==> config.mk <==
export PLATFORM = sky130hd
export DESIGN_NAME = pc_sequencer_flat
export DESIGN_NICKNAME = d
export VERILOG_FILES = /design/src/rtl/cpu_pkg.sv /design/src/rtl/pc_sequencer_if.sv /design/src/rtl/pc_sequencer_ret_stack.sv /design/src/rtl/pc_sequencer.sv /design/src/flat_wrapper.sv
export SDC_FILE = /design/constraint.sdc
export NUM_CORES = 1
export LEC_CHECK = 0
export ABC_CLOCK_PERIOD_IN_PS = 2200
export BUFFER_PORTS_ARGS = -buffer_cell sky130_fd_sc_hd__clkbuf_2
export CAP_MARGIN = 30
export CORE_UTILIZATION = 45
export CTS_CLUSTER_DIAMETER = 40
export DETAILED_ROUTE_END_ITERATION = 12
export GPL_ROUTABILITY_DRIVEN = 0
export PLACE_DENSITY = 0.67
export SLEW_MARGIN = 20
export SYNTH_ARGS = -nofsm -noshare
export SYNTH_HDL_FRONTEND = slang
export SYNTH_SLANG_ARGS = --single-unit
==> constraint.sdc <==
create_clock -name clk -period 2.2 [get_ports clk]
set_input_delay 0.11 -clock clk [delete_from_list [all_inputs] [get_ports clk]]
set_output_delay 0.11 -clock clk [all_outputs]
set_load 0.01 [all_outputs]
==> src/rtl/cpu_pkg.sv <==
// cpu_pkg
// Shared types for the instruction sequencer.
//   pc_op_t     : 3-bit operation code presented by the control decoder
//   seq_state_t : sequencer FSM states
package cpu_pkg;

    typedef enum logic [2:0] {
        NEXT = 3'd0,
        JABS = 3'd1,
        JREL = 3'd2,
        CALL = 3'd3,
        RET  = 3'd4,
        HALT = 3'd5
    } pc_op_t;

    typedef enum logic [1:0] {
        IDLE = 2'd0,
        RUN  = 2'd1,
        DONE = 2'd2
    } seq_state_t;

endpackage

==> src/rtl/pc_sequencer_if.sv <==
// pc_sequencer_if
// Bundles the decoder-facing handshake and the sequencer status outputs.
//   master : control side, drives start/stall/op/cond/abs_target/rel_off
//   slave  : the sequencer, drives prog_ctr/running/done/ras_count/ras_err
// op is a plain 3-bit vector because codes 6 and 7 are legal on the wire.
interface pc_sequencer_if #(
    parameter int PC_W      = 10,
    parameter int REL_W     = 6,
    parameter int RAS_DEPTH = 4
);
    localparam int CNT_W = $clog2(RAS_DEPTH + 1);

    logic              start;
    logic              stall;
    logic [2:0]        op;
    logic              cond;
    logic [PC_W-1:0]   abs_target;
    logic [REL_W-1:0]  rel_off;
    logic [PC_W-1:0]   prog_ctr;
    logic              running;
    logic              done;
    logic [CNT_W-1:0]  ras_count;
    logic              ras_err;

    modport master (
        output start, stall, op, cond, abs_target, rel_off,
        input  prog_ctr, running, done, ras_count, ras_err
    );

    modport slave (
        input  start, stall, op, cond, abs_target, rel_off,
        output prog_ctr, running, done, ras_count, ras_err
    );
endinterface

==> src/rtl/pc_sequencer_ret_stack.sv <==
// ret_stack
// Parametrised LIFO holding return addresses.
//   clk, reset : clock, synchronous active-high reset (empties the stack)
//   push, din  : write din on top; ignored when full
//   pop        : drop the top entry; ignored when empty
//   clr        : synchronous clear to empty
//   dout       : current top-of-stack value (zero when empty)
//   count      : occupancy, 0..DEPTH
//   full/empty : occupancy flags
module ret_stack #(
    parameter int DEPTH = 4,
    parameter int W     = 10
) (
    input  logic                         clk,
    input  logic                         reset,
    input  logic                         push,
    input  logic                         pop,
    input  logic                         clr,
    input  logic [W-1:0]                 din,
    output logic [W-1:0]                 dout,
    output logic [$clog2(DEPTH+1)-1:0]   count,
    output logic                         full,
    output logic                         empty
);
    localparam int CNT_W = $clog2(DEPTH + 1);
    localparam int IDX_W = (DEPTH > 1) ? $clog2(DEPTH) : 1;

    logic [W-1:0]     mem [DEPTH];
    logic [CNT_W-1:0] count_q;
    logic [IDX_W-1:0] wr_idx;
    logic [IDX_W-1:0] rd_idx;

    assign full   = (count_q == CNT_W'(DEPTH));
    assign empty  = (count_q == '0);
    assign count  = count_q;
    assign wr_idx = IDX_W'(count_q);
    assign rd_idx = IDX_W'(count_q - CNT_W'(1));
    assign dout   = empty ? '0 : mem[rd_idx];

    // Occupancy counter. Overflowing pushes and underflowing pops are
    // silently dropped here; the sequencer decides whether that is an error.
    always_ff @(posedge clk) begin
        if (reset || clr) begin
            count_q <= '0;
        end else if (push && !full) begin
            count_q <= count_q + CNT_W'(1);
        end else if (pop && !empty) begin
            count_q <= count_q - CNT_W'(1);
        end
    end

    // Storage has no reset: entries above the count are never observed.
    always_ff @(posedge clk) begin
        if (!reset && !clr && push && !full) begin
            mem[wr_idx] <= din;
        end
    end
endmodule

==> src/rtl/pc_sequencer.sv <==
// pc_sequencer
// Registered instruction sequencer: start/done handshake, conditional
// absolute and relative jumps, call/return through ret_stack, stall, halt.
//   clk   : system clock, rising edge
//   reset : synchronous, active-high; overrides every other input
//   bus   : pc_sequencer_if.slave
//           in  start, stall, op, cond, abs_target, rel_off
//           out prog_ctr (ROM address), running, done, ras_count, ras_err
module pc_sequencer
    import cpu_pkg::*;
#(
    parameter int PC_W       = 10,
    parameter int REL_W      = 6,
    parameter int RAS_DEPTH  = 4,
    parameter int START_ADDR = 0
) (
    input  logic            clk,
    input  logic            reset,
    pc_sequencer_if.slave   bus
);
    localparam int CNT_W = $clog2(RAS_DEPTH + 1);

    seq_state_t       state_q, state_d;
    logic [PC_W-1:0]  pc_q, pc_d;
    logic [PC_W-1:0]  pc_inc, pc_rel;
    logic             err_q, err_d;
    logic             running_q, done_q;

    logic             stk_push, stk_pop, stk_clr;
    logic             stk_full, stk_empty;
    logic [PC_W-1:0]  stk_dout;
    logic [CNT_W-1:0] stk_count;

    // Both naturally wrap modulo 2^PC_W; the size cast sign-extends rel_off.
    assign pc_inc = pc_q + PC_W'(1);
    assign pc_rel = pc_q + PC_W'($signed(bus.rel_off));

    ret_stack #(
        .DEPTH (RAS_DEPTH),
        .W     (PC_W)
    ) u_ret_stack (
        .clk   (clk),
        .reset (reset),
        .push  (stk_push),
        .pop   (stk_pop),
        .clr   (stk_clr),
        .din   (pc_inc),
        .dout  (stk_dout),
        .count (stk_count),
        .full  (stk_full),
        .empty (stk_empty)
    );

    // Next-state and next-pc selection. A stalled RUN cycle falls through to
    // the defaults, so the pc, the error flag and the stack all hold.
    always_comb begin
        state_d  = state_q;
        pc_d     = pc_q;
        err_d    = err_q;
        stk_push = 1'b0;
        stk_pop  = 1'b0;
        stk_clr  = 1'b0;
        case (state_q)
            IDLE, DONE: begin
                if (bus.start) begin
                    state_d = RUN;
                    pc_d    = PC_W'(START_ADDR);
                    err_d   = 1'b0;
                    stk_clr = 1'b1;
                end
            end
            RUN: begin
                if (!bus.stall) begin
                    case (pc_op_t'(bus.op))
                        JABS: pc_d = bus.cond ? bus.abs_target : pc_inc;
                        JREL: pc_d = bus.cond ? pc_rel : pc_inc;
                        CALL: begin
                            pc_d = bus.abs_target;
                            if (stk_full) begin
                                err_d = 1'b1;
                            end else begin
                                stk_push = 1'b1;
                            end
                        end
                        RET: begin
                            if (stk_empty) begin
                                pc_d  = pc_inc;
                                err_d = 1'b1;
                            end else begin
                                pc_d    = stk_dout;
                                stk_pop = 1'b1;
                            end
                        end
                        HALT: state_d = DONE;
                        default: pc_d = pc_inc;
                    endcase
                end
            end
            default: state_d = IDLE;
        endcase
    end

    // State and output registers. running/done are flopped from the next
    // state so they move on the same edge as the state itself.
    always_ff @(posedge clk) begin
        if (reset) begin
            state_q   <= IDLE;
            pc_q      <= '0;
            err_q     <= 1'b0;
            running_q <= 1'b0;
            done_q    <= 1'b0;
        end else begin
            state_q   <= state_d;
            pc_q      <= pc_d;
            err_q     <= err_d;
            running_q <= (state_d == RUN);
            done_q    <= (state_d == DONE);
        end
    end

    assign bus.prog_ctr  = pc_q;
    assign bus.running   = running_q;
    assign bus.done      = done_q;
    assign bus.ras_count = stk_count;
    assign bus.ras_err   = err_q;
endmodule

==> src/flat_wrapper.sv <==
// flat-port wrapper written by rule: the top's interface ports become plain ports
module pc_sequencer_flat import cpu_pkg::*;
#(
    parameter int PC_W       = 10,
    parameter int REL_W      = 6,
    parameter int RAS_DEPTH  = 4,
    parameter int START_ADDR = 0
)
  (clk, reset, bus_start, bus_stall, bus_op, bus_cond, bus_abs_target, bus_rel_off, bus_prog_ctr, bus_running, bus_done, bus_ras_count, bus_ras_err);
  pc_sequencer_if #(.PC_W(PC_W), .REL_W(REL_W), .RAS_DEPTH(RAS_DEPTH)) bus_i ();
  input  logic clk;
  input  logic reset;
  input wire logic [$bits(bus_i.start)-1:0] bus_start;
  input wire logic [$bits(bus_i.stall)-1:0] bus_stall;
  input wire logic [$bits(bus_i.op)-1:0] bus_op;
  input wire logic [$bits(bus_i.cond)-1:0] bus_cond;
  input wire logic [$bits(bus_i.abs_target)-1:0] bus_abs_target;
  input wire logic [$bits(bus_i.rel_off)-1:0] bus_rel_off;
  output wire logic [$bits(bus_i.prog_ctr)-1:0] bus_prog_ctr;
  output wire logic [$bits(bus_i.running)-1:0] bus_running;
  output wire logic [$bits(bus_i.done)-1:0] bus_done;
  output wire logic [$bits(bus_i.ras_count)-1:0] bus_ras_count;
  output wire logic [$bits(bus_i.ras_err)-1:0] bus_ras_err;
  assign bus_i.start = bus_start;
  assign bus_i.stall = bus_stall;
  assign bus_i.op = bus_op;
  assign bus_i.cond = bus_cond;
  assign bus_i.abs_target = bus_abs_target;
  assign bus_i.rel_off = bus_rel_off;
  assign bus_prog_ctr = bus_i.prog_ctr;
  assign bus_running = bus_i.running;
  assign bus_done = bus_i.done;
  assign bus_ras_count = bus_i.ras_count;
  assign bus_ras_err = bus_i.ras_err;
  pc_sequencer #(.PC_W(PC_W), .REL_W(REL_W), .RAS_DEPTH(RAS_DEPTH), .START_ADDR(START_ADDR)) u_core (.clk(clk), .reset(reset), .bus(bus_i));
endmodule
==> summary.txt <==
Route
  • Vias post-DR: 2983
  • DRT Pass-1 Iters: 5
  • Initial DRC Count: 209
  • Drt drc: 0
  • DR WL/cell: around 19 µm
  • Via/cell ratio: 5.95
  • Total Wirelength: 9360 µm
  • Antenna violation net count after detailed routing: 0

Critical path
  • Crit. End Element: flip-flop
  • CP arrival: 2.37 ns
  • Reg2reg start: u_core.bus.prog_ctr[0]$_SDFFE_PP0P_
  • CP Class: flip-flop to flip-flop
  • Max Fanout on Critical Path: 3
  • Crit start category: flip-flop
  • Reg-to-reg setup timing slack: 0.04 ns
  • Worst Path Required: around 2.4 ns
  • Critical path origin: u_core.bus.prog_ctr[0]$_SDFFE_PP0P_
  • Reg2reg path depth: 9
  • R2R Path End: u_core.bus.prog_ctr[2]$_SDFFE_PP0P_

Timing
  • Fin crit share: 0.982
  • F_max: 0.463 GHz
  • Worst Clk Skew: 0.00445 ns
  • Setup-failing EPs final: 0
  • Pins Over Slew Limit: 0
  • Max transition margin: 0.548
  • Hold Fails Final Rpt: 0
  • WHS: 0.117 ns
  • Worst-margin pin slew: 0.674 ns
  • RSZ-0062 raised after global routing: yes
  • Minimum clock period: 2.16 ns

Global route
  • Initial antenna violation count: 0
  • GRT overflow: 0
  • Pin count of the biggest net entering global routing: 20
  • First-pass GRT wire length: ~14000 µm
  • Vias in the first global route: 2759
  • GRT Total Usage: 0.249

Logic synthesis
  • Post-synth top flop: edfxtp_1
  • Register area share after synthesis: 0.453
  • Seq cells post-synth: 58
  • Synthesized net count: 362
  • Async set or reset register ratio after synthesis: 0
  • Synth Cell Area: 3450 µm²
  • Syn Inst Count: between 300 and 400
  • Post-synthesis cell type count: 63
  • EDFF count, synth: 40
  • Yosys Warn Count: 0
  • Syn Area/Cell: around 11 µm²

Clock network
  • CTS clk-pin slew, worst paths: 0.07 ns
  • Root buffer cell: clkbuf_8
  • CTS sink count: slightly below 60
  • Clock Path Buffers: 2
  • H-Tree Depth: 3
  • Clk_lat worst skew: 0.34 ns
  • Number of buffers created by CTS: 9
  • CTS tree: yes

Floorplan
  • Die W: 89.5 µm
  • Die area: 8020 µm²
  • Std-Cell Rows: 31
  • Die Height: 89.5 µm
  • Num ports: 40
  • Core box area: 7330 µm²
  • Starting density of the core: 0.470

Final layout
  • Finished Cell Area: between 4000 and 5000 µm²
  • Most frequent cells in the layout: edfxtp_1, clkbuf_2, buf_4
  • Share of cells above drive strength 1: 0.321
  • # nets final: 438
  • Area delta synth->final: 24.6%
  • Commonest non-fill, non-tap cell in the layout: edfxtp_1
  • Antenna diodes: 0

Run status
  • Outcome: completed

Hold path
  • Class of the worst hold path: input pin to flip-flop
  • WHS Endpoint: u_core.state_q[0]$_SDFF_PP0_
  • Hold path start: reset
  • Hold path depth: 2

Run
  • MaxCap Viol Count: 0

Placement
  • Cell area after placement: 3950 µm²
  • IO Port Bufs: 39
  • Detailed placer's ending HPWL: 6860 µm

Power
  • Max VDD drop: 464 µV
  • Pleak: 1.62 nW
  • Pwr Density: approximately 590 nW/µm²
[through the flow]
stage                     setup TNS, ns  setup WS, ns  std cells  power [W]   util
final                                 0        0.0398        501    0.00255  0.586
after global routing            -0.0378       -0.0173        501    0.00264  0.586
after CTS                             0       0.00555        496    0.00254  0.567
after detailed placement        -0.0329       -0.0329        481    0.00149  0.538
after global placement                0        0.0535        481    0.00149  0.538
after floorplan                       0        0.0334        322    0.00138      -
[cell type report]
class                   instances  area [µm²]
multi-input cells             239        1870
flip-flops and latches         58        1570
clock buffers                   9         124
well taps                      99         124
clock inverters                 6        82.6
repair buffers                 76         473
inverters                      14        52.6
fillers                       617        3040
[synthesized netlist by cell type, types with 3 or more instances]
cell type  instances  area share
nor3b_1            3      0.0065
a31oi_1            4      0.0073
dfxtp_1           18        0.10
inv_1             14       0.015
and3_1             5      0.0091
o21ai_1            5      0.0073
a211oi_1           3      0.0065
buf_2              4      0.0058
a21oi_1           23       0.033
nand2b_1          11       0.020
nor2b_1            3      0.0054
o21ai_0           20       0.029
a21o_1             3      0.0065
nand2_1           18       0.020
xor2_1             3      0.0076
ha_1              15       0.054
nand3_1            7       0.010
nor2_1            21       0.023
nor3_1             9       0.013
mux4_2             9       0.059
and2_1             7       0.013
edfxtp_1          40        0.35
a22o_1             6       0.015
xnor2_1           10       0.025
a22oi_1            3      0.0065
a221oi_1           3      0.0076
clkbuf_1           4      0.0044
mux2i_1            4       0.012
[cells by family (layout without fill, tap and decap cells)]
logic type               after synthesis  in the layout  share of synthesized area
AND/OR/NAND/NOR                      100            100                      0.157
AO/OA/AOI/OAI                         97             97                      0.192
flip-flops                            58             58                      0.453
buffers and inverters                 25            105                     0.0341
adder cells (fa/ha/maj)               16             16                     0.0602
XOR/XNOR                              13             13                     0.0330
multiplexers                          13             13                     0.0704
[critical path, stage by stage, from the launching register on]
cell      delay [ns]
dfxtp_2         0.35
ha_4            0.13
inv_1           0.06
fa_2            0.39
nand2b_4        0.17
buf_4           0.13
a32o_1          0.25
a32o_1          0.27
a311oi_2        0.19
o21ai_0         0.11
[worst max-delay path by stage]
stage,to,cells past startpoint,slack (ns)
floorplan,u_core.bus.prog_ctr[5]$_SDFFE_PP0P_,10,0.03
global placement,u_core.bus.prog_ctr[6]$_SDFFE_PP0P_,10,0.05
detailed placement,u_core.bus.prog_ctr[6]$_SDFFE_PP0P_,10,-0.03
CTS,u_core.bus.prog_ctr[6]$_SDFFE_PP0P_,10,0.006
global route,u_core.bus.prog_ctr[2]$_SDFFE_PP0P_,9,-0.02
finish,u_core.bus.prog_ctr[2]$_SDFFE_PP0P_,9,0.04
[per-layer routing]
layer,part of all wire,GRT usage,wire [µm]
met1,0.42,0.330,3970
met5,0,0,0
met2,0.48,0.388,4460
met4,0.017,0.0750,161
met3,0.083,0.0831,773
[repair_timing]
item,CTS,global route
setup buffers,0,5
pin swaps,1,8
endpoints found under the setup margin,1,5
resized for setup,1,21
hold buffers,0,0
gates cloned,0,0
[sequential cells by signal, indices dropped and copies added (netlist names)]
name / count
u_core.u_ret_stack.mem: 40
u_core.bus.prog_ctr: 10
u_core.u_ret_stack.count: 3
u_core.state_q: 2
u_core.bus.done: 1
u_core.bus.ras_err: 1
u_core.bus.running: 1
[power by group]
part           total [W]  switching (W)  leakage [nW]  internal (W)
Clock            0.00106       0.000437        0.0964      0.000623
Combinational   0.000320       0.000188          1.05      0.000132
Sequential       0.00117     0.00000676         0.472       0.00117
Power figures use the tool's default switching activity.
